**config.mk**
```make
export PLATFORM = sky130hd
export DESIGN_NAME = go_done_initiator
export DESIGN_NICKNAME = d
export VERILOG_FILES = /design/src/rtl/go_done_pkg.sv /design/src/rtl/go_done_timeout_ctr.sv /design/src/rtl/go_done_initiator.sv
export SDC_FILE = /design/constraint.sdc
export NUM_CORES = 1
export LEC_CHECK = 0
export BUFFER_PORTS_ARGS = -buffer_cell sky130_fd_sc_hd__buf_2
export CORE_UTILIZATION = 45
export CTS_CLUSTER_SIZE = 16
export DETAILED_ROUTE_END_ITERATION = 8
export PLACE_DENSITY = 0.67
export RECOVER_POWER = 50
export SETUP_SLACK_MARGIN = 0.2
export SLEW_MARGIN = 10
export SYNTH_ARGS = -nofsm -noshare
export SYNTH_HDL_FRONTEND = slang
export SYNTH_HIERARCHICAL = 1
export SYNTH_SLANG_ARGS = --single-unit
```
**constraint.sdc**
```tcl
create_clock -name Clk -period 5.6 [get_ports Clk]
set_input_delay 0.28 -clock Clk [delete_from_list [all_inputs] [get_ports Clk]]
set_output_delay 0.28 -clock Clk [all_outputs]
set_load 0.05 [all_outputs]
```
**src/rtl/go_done_pkg.sv**
```systemverilog
// Shared types and helpers for the go/done requester.
// State encoding, default datapath widths and the saturating adder.
package go_done_pkg;

  typedef enum logic [2:0] {
    IDLE      = 3'd0,
    ASSERT_GO = 3'd1,
    WAIT_DONE = 3'd2,
    CAPTURE   = 3'd3,
    WAIT_LOW  = 3'd4
  } state_t;

  localparam int DEF_COUNT_W = 7;
  localparam int DEF_SUM_W   = 10;

  // Unsigned a+b clamped to 2^w-1; valid for w up to 31.
  function automatic logic [31:0] sat_add(input logic [31:0] a,
                                          input logic [31:0] b,
                                          input int unsigned w);
    logic [32:0] s;
    logic [32:0] lim;
    s   = {1'b0, a} + {1'b0, b};
    lim = (33'd1 << w) - 33'd1;
    return (s > lim) ? lim[31:0] : s[31:0];
  endfunction

endpackage

```
**src/rtl/go_done_timeout_ctr.sv**
```systemverilog
// Per-job watchdog: counts cycles while enabled, flags TIMEOUT-1.
// Clear has priority over enable; the count parks at the terminal value.
module go_done_timeout_ctr #(
  parameter int TIMEOUT = 64
) (
  input  logic i_clk,
  input  logic i_rst_n,
  input  logic i_clr,
  input  logic i_en,
  output logic o_tc
);

  localparam int CW = (TIMEOUT > 2) ? $clog2(TIMEOUT) : 1;
  localparam logic [CW-1:0] TC_VAL = CW'(TIMEOUT - 1);

  logic [CW-1:0] r_cnt;
  logic          w_tc;

  assign w_tc = (r_cnt == TC_VAL);
  assign o_tc = w_tc;

  // Cycle counter with synchronous clear; holds once terminal.
  always_ff @(posedge i_clk) begin
    if (!i_rst_n)            r_cnt <= '0;
    else if (i_clr)          r_cnt <= '0;
    else if (i_en && !w_tc)  r_cnt <= r_cnt + CW'(1);
  end

endmodule

```
**src/rtl/go_done_initiator.sv**
```systemverilog
// Requester side of the four-phase go/done handshake.
// Runs NUM_JOBS jobs per start, sums captured counts with saturation,
// and aborts the batch if a job stays in WAIT_DONE for TIMEOUT cycles.
// Optional: define GO_DONE_MAX_TRACK_EN to add the max_count output.
module go_done_initiator
  import go_done_pkg::*;
#(
  parameter int COUNT_W  = DEF_COUNT_W,
  parameter int SUM_W    = DEF_SUM_W,
  parameter int NUM_JOBS = 4,
  parameter int TIMEOUT  = 64
) (
  input  logic               Clk,
  input  logic               Rst,
  input  logic               start,
  output logic               go,
  input  logic               done,
  input  logic [COUNT_W-1:0] count,
  output logic [COUNT_W-1:0] last_count,
  output logic [SUM_W-1:0]   sum,
  output logic               result_valid,
  output logic [7:0]         job_idx,
  output logic               busy,
  output logic               batch_done,
`ifdef GO_DONE_MAX_TRACK_EN
  output logic               timeout_err,
  output logic [COUNT_W-1:0] max_count
`else
  output logic               timeout_err
`endif
);

  localparam logic [7:0] LAST_IDX = 8'(NUM_JOBS - 1);

  state_t             r_state;
  logic               r_go;
  logic [COUNT_W-1:0] r_last_count;
  logic [SUM_W-1:0]   r_sum;
  logic               r_result_valid;
  logic [7:0]         r_job_idx;
  logic               r_busy;
  logic               r_batch_done;
  logic               r_timeout_err;
`ifdef GO_DONE_MAX_TRACK_EN
  logic [COUNT_W-1:0] r_max_count;
`endif

  logic             w_to_clr;
  logic             w_to_en;
  logic             w_to_tc;
  logic [SUM_W-1:0] w_sum_next;

  // Watchdog only runs while waiting for done; any other state rearms it.
  assign w_to_en  = (r_state == WAIT_DONE);
  assign w_to_clr = (r_state != WAIT_DONE);

  assign w_sum_next = SUM_W'(sat_add(32'(r_sum), 32'(count), SUM_W));

  go_done_timeout_ctr #(
    .TIMEOUT (TIMEOUT)
  ) u_timeout (
    .i_clk   (Clk),
    .i_rst_n (Rst),
    .i_clr   (w_to_clr),
    .i_en    (w_to_en),
    .o_tc    (w_to_tc)
  );

  // Batch sequencer; every output is a register updated here.
  always_ff @(posedge Clk) begin
    if (!Rst) begin
      r_state        <= IDLE;
      r_go           <= 1'b0;
      r_last_count   <= '0;
      r_sum          <= '0;
      r_result_valid <= 1'b0;
      r_job_idx      <= '0;
      r_busy         <= 1'b0;
      r_batch_done   <= 1'b0;
      r_timeout_err  <= 1'b0;
`ifdef GO_DONE_MAX_TRACK_EN
      r_max_count    <= '0;
`endif
    end else begin
      r_result_valid <= 1'b0;
      r_batch_done   <= 1'b0;
      case (r_state)
        IDLE: begin
          if (start) begin
            r_state       <= ASSERT_GO;
            r_job_idx     <= '0;
            r_sum         <= '0;
            r_timeout_err <= 1'b0;
            r_busy        <= 1'b1;
`ifdef GO_DONE_MAX_TRACK_EN
            r_max_count   <= '0;
`endif
          end
        end
        ASSERT_GO: begin
          // done is deliberately not looked at here: a stale high done
          // is only accepted once we are in WAIT_DONE.
          r_go    <= 1'b1;
          r_state <= WAIT_DONE;
        end
        WAIT_DONE: begin
          if (done) begin
            r_last_count   <= count;
            r_sum          <= w_sum_next;
            r_go           <= 1'b0;
            r_result_valid <= 1'b1;
            r_state        <= CAPTURE;
          end else if (w_to_tc) begin
            r_go          <= 1'b0;
            r_timeout_err <= 1'b1;
            r_batch_done  <= 1'b1;
            r_busy        <= 1'b0;
            r_state       <= IDLE;
          end
        end
        CAPTURE: begin
`ifdef GO_DONE_MAX_TRACK_EN
          if (r_last_count > r_max_count) r_max_count <= r_last_count;
`endif
          r_state <= WAIT_LOW;
        end
        WAIT_LOW: begin
          if (!done) begin
            if (r_job_idx == LAST_IDX) begin
              r_batch_done <= 1'b1;
              r_busy       <= 1'b0;
              r_state      <= IDLE;
            end else begin
              r_job_idx <= r_job_idx + 8'd1;
              r_state   <= ASSERT_GO;
            end
          end
        end
        default: r_state <= IDLE;
      endcase
    end
  end

  assign go           = r_go;
  assign last_count   = r_last_count;
  assign sum          = r_sum;
  assign result_valid = r_result_valid;
  assign job_idx      = r_job_idx;
  assign busy         = r_busy;
  assign batch_done   = r_batch_done;
  assign timeout_err  = r_timeout_err;
`ifdef GO_DONE_MAX_TRACK_EN
  assign max_count    = r_max_count;
`endif

endmodule

```
## Word level (Yosys, flattened, before mapping)

Index checks and enable logic that the tools add are counted.

| operators by class | value |
|---|---|
| reduce and logical (&&, ||, !) cells | 16 |
| $add $sub $neg | 3 |
| order comparisons | 1 |
| bitwise gates (word level) | 1 |
| equal/unequal tests | 15 |
| mux-type cells | 32 |

Operators by type and width:

| operator | count |
|---|---|
| two-way mux 10 bit | 3 |
| two-way mux 8 bit | 3 |
| case mux 10 bit (2 select lines) | 1 |
| case mux 8 bit (2 select lines) | 1 |
| two-way mux 1 bit | 15 |
| case mux 3 bit (5 select lines) | 1 |
| != test 2 bit, second input constant | 7 |
| two-way mux 3 bit | 4 |
| adder 10 x 7 -> 11 bit | 1 |
| > comparator 11 x 10 -> 1 bit, second input constant | 1 |
| adder 8 x 1 -> 8 bit, second input constant | 1 |
| == test 8 x 2 -> 1 bit, second input constant | 1 |
| AND reduction 4 bit | 2 |
| adder 6 x 1 -> 6 bit, second input constant | 1 |
| == test 3 x 2 -> 1 bit, second input constant | 2 |
| == test 6 bit, second input constant | 1 |
| case mux 1 bit (2 select lines) | 3 |
| AND reduction 2 bit | 3 |
| AND reduction 3 bit | 2 |
| AND reduction 6 bit | 1 |
| nonzero test 2 bit | 3 |
| == test 3 x 1 -> 1 bit, second input constant | 1 |
| == test 3 bit, second input constant | 1 |
| logical NOT 3 bit | 1 |
| 8 further kinds | 8 |

| storage, ports and cells | value |
|---|---|
| input bits | 11 |
| logic and storage cells | 78 |
| register bits after elaboration | 39 |
| output and inout port bits | 30 |

## Logic depth before layout (Yosys ltp)

Gate-level depths: netlist of run 1.

| logic depth | value |
|---|---|
| depth after elaboration | 5 |
| gate-level depth with buffers | 8 |
| mapped depth without buffers | 8 |

## Modules after synthesis

The synthesis of run 1 kept the hierarchy.

By module, submodules not included:

| module | area an instance (um^2) | times used | cells an instance | sequential area each (um^2) |
|---|---|---|---|---|
| go_done_initiator | 1,903.1 | 1 | 225 | 660.6 |
| go_done_timeout_ctr | 301.5 | 1 | 33 | 120.1 |

## Worst setup path after synthesis of run 1

Ideal clock, no wire load.

| timing | value |
|---|---|
| path kind | reg2reg |
| from | reg r_sum[0] (netlist: sum[0]) |
| to | reg r_sum[9] (netlist: sum[9]) |
| data arrival time | 2.152 ns |
| path buffers | 0 |
| setup time | 0.074 ns |
| required time | 5.526 ns |
| setup slack | 3.374 ns |
| cell stages (with the launch flop) | 9 |
| clock period less this slack | 2.226 ns |
| path through | dfxtp_1 -> ha_1 -> inv_1 -> fa_1 -> nor2b_1 -> o31ai_2 -> a2111oi_4 -> a311oi_1 -> mux2i_1 |

| on the way | value |
|---|---|
| word-level cells in the longest chain between the ends | 5 |

RTL lines:

| what | line | RTL |
|---|---|---|
| start, declared | go_done_initiator.sv:38 | `logic [SUM_W-1:0] r_sum;` |
| start signal, assigned | go_done_initiator.sv:109 | `r_sum <= w_sum_next;` |
| adder 10 x 7 -> 11 bit (*) | go_done_pkg.sv:22 | `s = {1'b0, a} + {1'b0, b};` |
| > comparator 11 x 10 -> 1 bit | go_done_pkg.sv:24 | `return (s > lim) ? lim[31:0] : s[31:0];` |
| two-way mux 10 bit (*) | go_done_pkg.sv:24 |  |
| two-way mux 10 bit (*) | go_done_initiator.sv:107 | `if (done) begin` |
| case mux 10 bit (2 select lines) (*) | go_done_initiator.sv:87 | `case (r_state)` |

Every way passes the cells marked *; elsewhere a longest branch is shown, timed or not. The select of a mux whose other input is x is not followed.
A chain may end at the register's enable or synchronous reset.

## Final worst setup path of run 1

Ends and elaborated chain as after synthesis.

==> summary.md, run 1 <==
| Metric | Value |
|---|---|
| Area Overhead vs Synth | 12.09% |
| RSZ-0062 raised after global routing | false |
| Clk pwr share | 0.291 |
| Hold Fails Final Rpt | 0 |
| Routed via count | 1946 |
| Gr usage total | 0.1956 |
| Rows | 25 |
| Sequential area share after synthesis | 0.3541 |
| Post-DP HPWL | 3569 µm |
| Initial Util | 0.4668 |
| Design Power | 0.6017 mW |
| Global-route wire length before repair | 8024 µm |
| Total congestion overflow | 0 |
| Worst slack, placed | 3.577 ns |
| Switching share of power | 0.3166 |
| Vias in the first global route | 1708 |
| Final max-slew violation count | 0 |
| Core ar. | 4723 µm² |
| Die X | 72.00 µm |
| # hold bufs at CTS | 0 |
| Initial detailed-routing violation count | 83 |
| Pre-antenna DRT Iters | 4 |
| Detailed Route WL | 4799 µm |
| Min Tclk post-route | 2.037 ns |
| I/O Buffers | 40 |
| Clock transition at the registers of the reported paths | 0.07 ns |
| Final cycle utilization of the critical path | 0.3637 |
| Worst path cell trace | ha_1 -> inv_1 -> fa_1 -> nor2b_1 -> o31ai_2 -> a2111oi_4 -> a311oi_1 -> mux2i_1 |
| Slew Limit Headroom | 0.5381 |
| Netlist cell types | 60 |
| WL/cell | 13.26 µm |
| CP top delay family | adder cells |
| YS warnings | 6 |
| Post-synth EDFFs | 0 |
| Setup_tns | 0 ns |
| Routability cong. | 0.8510 |
| Mapped cell area | 2205 µm² |
| Htree depth | 2 |
| Drt drc | 0 |
| Worst Skew | 0.006738 ns |
| Diodes inserted | 0 |
| Worst slew pin tran | 0.6903 ns |
| Yosys reg bits | 39 |
| Max-Cap Viols | 0 |
| CTS resizes | 0 |
| WP data arrival | 2.26 ns |
| Post-CTS Setup Bufs | 0 |
| Status | finished clean |
| Final core occ | 0.5232 |
| Pwr dens | 243.5 nW/µm² |
| Pin count of the biggest net entering global routing | 26 |
| Worst Setup End Kind | register |
| Leakage power | 0.9116 nW |
| Initial antenna violation count | 0 |
| Clock Path Buffers | 2 |
| Area share of the largest cell type after synthesis | 0.3541 |
| Fmax | 0.4910 GHz |
| Critical Path Max Stage Delay | 0.39 ns |
| PnR worst setup slack | 3.563 ns |
| Clk_lat worst skew | 0.29 ns |
| Hold crit path type | input pin to register |
| Most used DFF post-synth | dfxtp_1 |
| ANT nets after route | 0 |
| Net Count, Synth | 279 |
| Sequential power share | 0.498 |
| Die extent in y | 72.00 µm |
| Clock root cell | clkbuf_8 |
| CP Buf/Inv Count | 1 |
| Hold WS | 0.2582 ns |
| Die ar. | 5183 µm² |
| Sink Count | 39 |
| Largest fanout on the critical path | 4 |
| Worst vdd ir | 0.08820 mV |
| CP Launch Type | register |
| NetSw | 0.1905 mW |
| Pint | 0.4112 mW |
| Via-to-Cell Ratio | 5.376 |
| Final setup viols | 0 |
| FFs w/ async S/R, synth | 0 |
| Nets | 317 |
| Share of cells above drive strength 1 | 0.09492 |
| CTS tree | yes |
| Largest cells by area after synthesis | dfxtp_1, nand2_1, ha_1, o21ai_0, a21boi_0 |
| CTS Buf Count | 5 |
| Post-synthesis cell count | 258 |
| Top cell type by total area after synthesis | dfxtp_1 |
| Critical Path Slowest Stage Cell | fa_1 |
| I/O Pins | 41 |
| Combinational share of power | 0.211 |
| Syn avg cell area | 8.545 µm² |
| CP required | 5.83 ns |
| Setup Crit Path Kind | register to register |
==> final timing paths <==
kind	startpoint	end	slack [ns]	depth (start not counted)
setup / recovery	sum[0]$_SDFFE_PN0P_	sum[9]$_SDFFE_PN0P_	3.56	8
hold reg to reg	sum[0]$_SDFFE_PN0P_	sum[0]$_SDFFE_PN0P_	0.46	2
hold / removal	count[2]	last_count[2]$_SDFFE_PN0P_	0.26	3
setup reg to reg	sum[0]$_SDFFE_PN0P_	sum[9]$_SDFFE_PN0P_	3.56	8
==> through the flow <==
step | instance area, µm² | std cells
after global routing | 2471 | 362
after CTS | 2509 | 362
after global placement | 2436 | 356
after detailed placement | 2436 | 356
final | 2471 | 362
after floorplan | 2205 | 258
==> placed cells by master (no fill, tap or decap), types with 3 or more instances in the layout <==
cell type / n
a21boi_0: 10
clkbuf_8: 5
mux2i_1: 5
nand3_1: 7
inv_1: 13
and2_1: 3
ha_1: 9
clkbuf_1: 31
nand4_1: 3
a21oi_1: 7
a21o_1: 3
o21a_1: 3
a211oi_1: 5
o21ai_0: 19
dfxtp_1: 39
nor3_1: 3
buf_2: 10
and3_1: 3
nand2_1: 39
nor2_1: 16
a31oi_1: 3
nor2b_1: 8
==> tightest hold or removal path, cell delays in order <==
cell and delay [ns]:
buf_2 0.11, nand2_1 0.05, a21boi_0 0.06
==> sequential cells by signal, summed over array words and instances (netlist names) <==
| name | flops |
|---|---|
| u_timeout/r_cnt | 6 |
| sum | 10 |
| result_valid | 1 |
| job_idx | 8 |
| batch_done | 1 |
| r_state | 3 |
| busy | 1 |
| last_count | 7 |
| go | 1 |
| timeout_err | 1 |
==> cells by family (layout without fill, tap and decap cells) <==
kind of cell,Yosys count,in the layout,share of synthesized area
simple gates,98,98,0.2287
compound gates,78,78,0.2622
flops,39,39,0.3541
buf+inv,22,59,0.04597
fa+ha+maj,10,10,0.06016
mux,7,7,0.03292
xor+xnor,4,4,0.01589
==> power groups by stage <==
| stage | sequential, mW | clock (mW) | combinational, mW |
|---|---|---|---|
| final | 0.299 | 0.175 | 0.127 |
| after detailed placement | 0.305 | 0 | 0.129 |
| after CTS | 0.299 | 0.183 | 0.129 |
| after global placement | 0.305 | 0 | 0.127 |
| after global routing | 0.301 | 0.194 | 0.140 |
| after floorplan | 0.326 | 0 | 0.0811 |
==> synth_stat cells, types with 2 or more instances <==
| cell type | n |
|---|---|
| nor2b_1 | 8 |
| o21ai_0 | 19 |
| mux2_2 | 2 |
| nand3_1 | 7 |
| nand2b_1 | 2 |
| nand2_1 | 39 |
| and3_1 | 3 |
| ha_1 | 9 |
| xor2_1 | 2 |
| a22oi_1 | 2 |
| and2_1 | 3 |
| inv_1 | 13 |
| buf_2 | 3 |
| a21boi_0 | 10 |
| a21o_1 | 3 |
| or3_1 | 2 |
| xnor2_1 | 2 |
| a31oi_1 | 3 |
| mux2i_1 | 5 |
| and4bb_1 | 2 |
| and2b_1 | 2 |
| nor3_1 | 3 |
| a211oi_1 | 5 |
| buf_6 | 2 |
| nand4_1 | 3 |
| o21a_1 | 3 |
| nor2_1 | 16 |
| nor3_2 | 2 |
| o31ai_1 | 2 |
| o2111ai_1 | 2 |
| o211ai_1 | 2 |
| clkbuf_1 | 4 |
| dfxtp_1 | 39 |
| o31a_1 | 2 |
| a21oi_1 | 7 |
==> routing by layer <==
metal / routed length, µm / global-route usage
met5: 0 / 0
met3: 163 / 0.04444
met4: 45 / 0.07625
met2: 2093 / 0.2904
met1: 2497 / 0.2758
==> cell type report <==
cell class / instances / area [µm²]
clock buffers: 6 / 72.57
fillers: 476 / 2252
inverters: 13 / 48.80
multi-input cells: 197 / 1323
flip-flops and latches: 39 / 780.7
well taps: 67 / 83.83
repair buffers: 40 / 162.7
Power figures use the tool's default switching activity.
==> inputs of run 2 (changes only) <==
--- a/config.mk
+++ b/config.mk
@@ -9,7 +9,7 @@
 export CORE_UTILIZATION = 45
 export CTS_CLUSTER_SIZE = 16
 export DETAILED_ROUTE_END_ITERATION = 8
-export PLACE_DENSITY = 0.67
+export PLACE_DENSITY = 0.69
 export RECOVER_POWER = 50
 export SETUP_SLACK_MARGIN = 0.2
 export SLEW_MARGIN = 10
==> constraint.sdc (replaced) <==
create_clock -name Clk -period 1.85 [get_ports Clk]
set_input_delay 0.0925 -clock Clk [delete_from_list [all_inputs] [get_ports Clk]]
set_output_delay 0.0925 -clock Clk [all_outputs]
set_load 0.05 [all_outputs]
==> summary.md, run 2 (synthesis gave the netlist of run 1 again) <==
| Metric | Value |
|---|---|
| Status | finished clean (unchanged) |
| Clock root cell | clkbuf_8 (unchanged) |
| Fmax | 0.5533 GHz (was 0.4910 GHz) |
| Final setup viols | 0 (unchanged) |
| CP required | 2.03 ns (was 5.83 ns) |
| Worst vdd ir | 0.3248 mV (was 0.08820 mV) |
| I/O Buffers | 40 (unchanged) |
| Die extent in y | 72.00 µm (unchanged) |
| Switching share of power | 0.3351 (was 0.3166) |
| Via-to-Cell Ratio | 5.372 (was 5.376) |
| Share of cells above drive strength 1 | 0.2969 (was 0.09492) |
| Min Tclk post-route | 1.807 ns (was 2.037 ns) |
| Commonest non-fill, non-tap cell in the layout | nand2_1 |
| Initial antenna violation count | 0 (unchanged) |
| WL/cell | 13.95 µm (was 13.26 µm) |
| Worst Skew | 0.009481 ns (was 0.006738 ns) |
| Initial Util | 0.4668 (unchanged) |
| CP Launch Type | register (unchanged) |
| Clock transition at the registers of the reported paths | 0.09 ns (was 0.07 ns) |
| Sequential power share | 0.460 (was 0.498) |
| Post-Place Cell Area | 2591 µm² (was 2436 µm²) |
| Nets | 340 (was 317) |
| ANT nets after route | 0 (unchanged) |
| Gr usage total | 0.2115 (was 0.1956) |
| Htree depth | 2 (unchanged) |
| CTS Buf Count | 5 (unchanged) |
| Initial detailed-routing violation count | 93 (was 83) |
| Diodes inserted | 0 (unchanged) |
| Rows | 25 (unchanged) |
| Vias in the first global route | 1885 (was 1708) |
| Hold Fails Final Rpt | 0 (unchanged) |
| Combinational share of power | 0.237 (was 0.211) |
| Worst slew pin tran | 0.6069 ns (was 0.6903 ns) |
| Design Power | 1.954 mW (was 0.6017 mW) |
| Clk_lat worst skew | 0.30 ns (was 0.29 ns) |
| Total congestion overflow | 0 (unchanged) |
| Die ar. | 5183 µm² (unchanged) |
| Worst Setup End Kind | register (unchanged) |
| Pwr dens | 681.8 nW/µm² (was 243.5 nW/µm²) |
| CTS tree | yes (unchanged) |
| Detailed Route WL | 5397 µm (was 4799 µm) |
| Setup Crit Path Kind | register to register (unchanged) |
| WP data arrival | 1.99 ns (was 2.26 ns) |
| Global Route met3 Usage | 0.04583 (was 0.04444) |
| Die X | 72.00 µm (unchanged) |
| Drt drc | 0 (unchanged) |
| GR Layer Usage met2 | 0.3218 (was 0.2904) |
| Final max-slew violation count | 0 (unchanged) |
| Global-route wire length before repair | 8673 µm (was 8024 µm) |
| NetSw | 0.6549 mW (was 0.1905 mW) |
| Hold crit path type | input pin to register (unchanged) |
| Pre-antenna DRT Iters | 5 (was 4) |
| Routed via count | 2079 (was 1946) |
| Leakage power | 1.065 nW (was 0.9116 nW) |
| Clock Path Buffers | 2 (unchanged) |
| Largest fanout on the critical path | 4 (unchanged) |
| Pin count of the biggest net entering global routing | 26 (unchanged) |
| Max reg flops | 10 (unchanged) |
| Post-route design area | 2867 µm² (was 2471 µm²) |
| Final core occ | 0.6069 (was 0.5232) |
| Sink Count | 39 (unchanged) |
| Area Overhead vs Synth | 30.02% (was 12.09%) |
| RSZ-0062 raised after global routing | true (was false) |
| Busiest metal layer after global routing | met2 (unchanged) |
| Post-DP HPWL | 3714 µm (was 3569 µm) |
| Slew Limit Headroom | 0.5971 (was 0.5381) |
| Routability cong. | 0.8650 (was 0.8510) |
| Clk pwr share | 0.303 (was 0.291) |
| Flop-to-flop setup slack | 0.04 ns (was 3.56 ns) |
| Final cycle utilization of the critical path | 0.9769 (was 0.3637) |
| Max-Cap Viols | 0 (unchanged) |
| Core ar. | 4723 µm² (unchanged) |
| Met1 usage in global routing | 0.2946 (was 0.2758) |
| Pint | 1.300 mW (was 0.4112 mW) |
| I/O Pins | 41 (unchanged) |
| Most frequent cells in the layout | nand2_1, clkbuf_1, dfxtp_1, buf_4, o21ai_0 (was nand2_1, dfxtp_1, clkbuf_1, o21ai_0, nor2_1) |
[run 2: cell types whose count changed in the layout (fill, tap and decap cells not counted), sizes merged]
| cell | delta |
|---|---|
| clkbuf | -2 |
| inv | +2 |
| clkinv | +1 |
| buf | +24 |
[run 2: final cells by class]
cell class                      instances  area, µm²
Clock buffer                            5      68.82
Clock inverter                          3      17.52
Fill cell                             438       1857
Inverter                               13      48.80
Multi-Input combinational cell        197       1484
Sequential cell                        39      819.5
Tap cell                               67      83.83
Timing Repair Buffer                   63      344.1
[run 2: critical path: stages, from the launching register on]
cell and delay [ns]:
dfxtp_4 0.36, ha_4 0.12, inv_2 0.03, fa_2 0.37, nor2b_4 0.17, o31ai_4 0.09, buf_4 0.15, a21oi_2 0.14
a41o_1 0.18, o31ai_1 0.06
[run 2: final timing paths]
path | cells past startpoint | startpoint | endpoint
worst max-delay path | 9 | sum[0]$_SDFFE_PN0P_ | sum[8]$_SDFFE_PN0P_
worst min-delay path | 3 | count[3] | last_count[3]$_SDFFE_PN0P_
worst max register to register | 9 | sum[0]$_SDFFE_PN0P_ | sum[8]$_SDFFE_PN0P_
worst min register to register | 2 | last_count[0]$_SDFFE_PN0P_ | last_count[0]$_SDFFE_PN0P_
[run 2: layer usage]
layer	up-vias	wire, µm
met5	-	0
met4	0	84
met3	8	200
met2	52	2533
met1	966	2579
li1	1053	-
[run 2: metrics by stage]
stage / setup TNS, ns / setup slack [ns] / std cells / hold slack [ns]
after detailed placement: 0 / 0.08377 / 364 / 0.3715
final: 0 / 0.04282 / 387 / 0.05533
after CTS: 0 / 0.08308 / 379 / 0.04975
after global routing: -0.1079 / -0.03508 / 387 / 0.08258
after global placement: 0 / 0.1185 / 364 / 0.3641
after floorplan: 0 / 0.05888 / 258 / 0.2374
[run 2: timing repair]
item                       CTS  global route
gates resized for setup     10            17
hold buffers                 0             0
pin swaps                    4            10
setup endpoints to repair   13            17
setup buffers                7             8
[run 2: power groups by stage]
| stage | registers (mW) | logic, mW | clock network (mW) |
|---|---|---|---|
| 3_5_place_dp | 0.919 | 0.433 | 0 |
| 5_1_grt | 0.905 | 0.506 | 0.653 |
| 2_1_floorplan | 0.983 | 0.252 | 0 |
| 3_3_place_gp | 0.919 | 0.430 | 0 |
| 6_report | 0.900 | 0.463 | 0.592 |
| 4_1_cts | 0.900 | 0.446 | 0.609 |
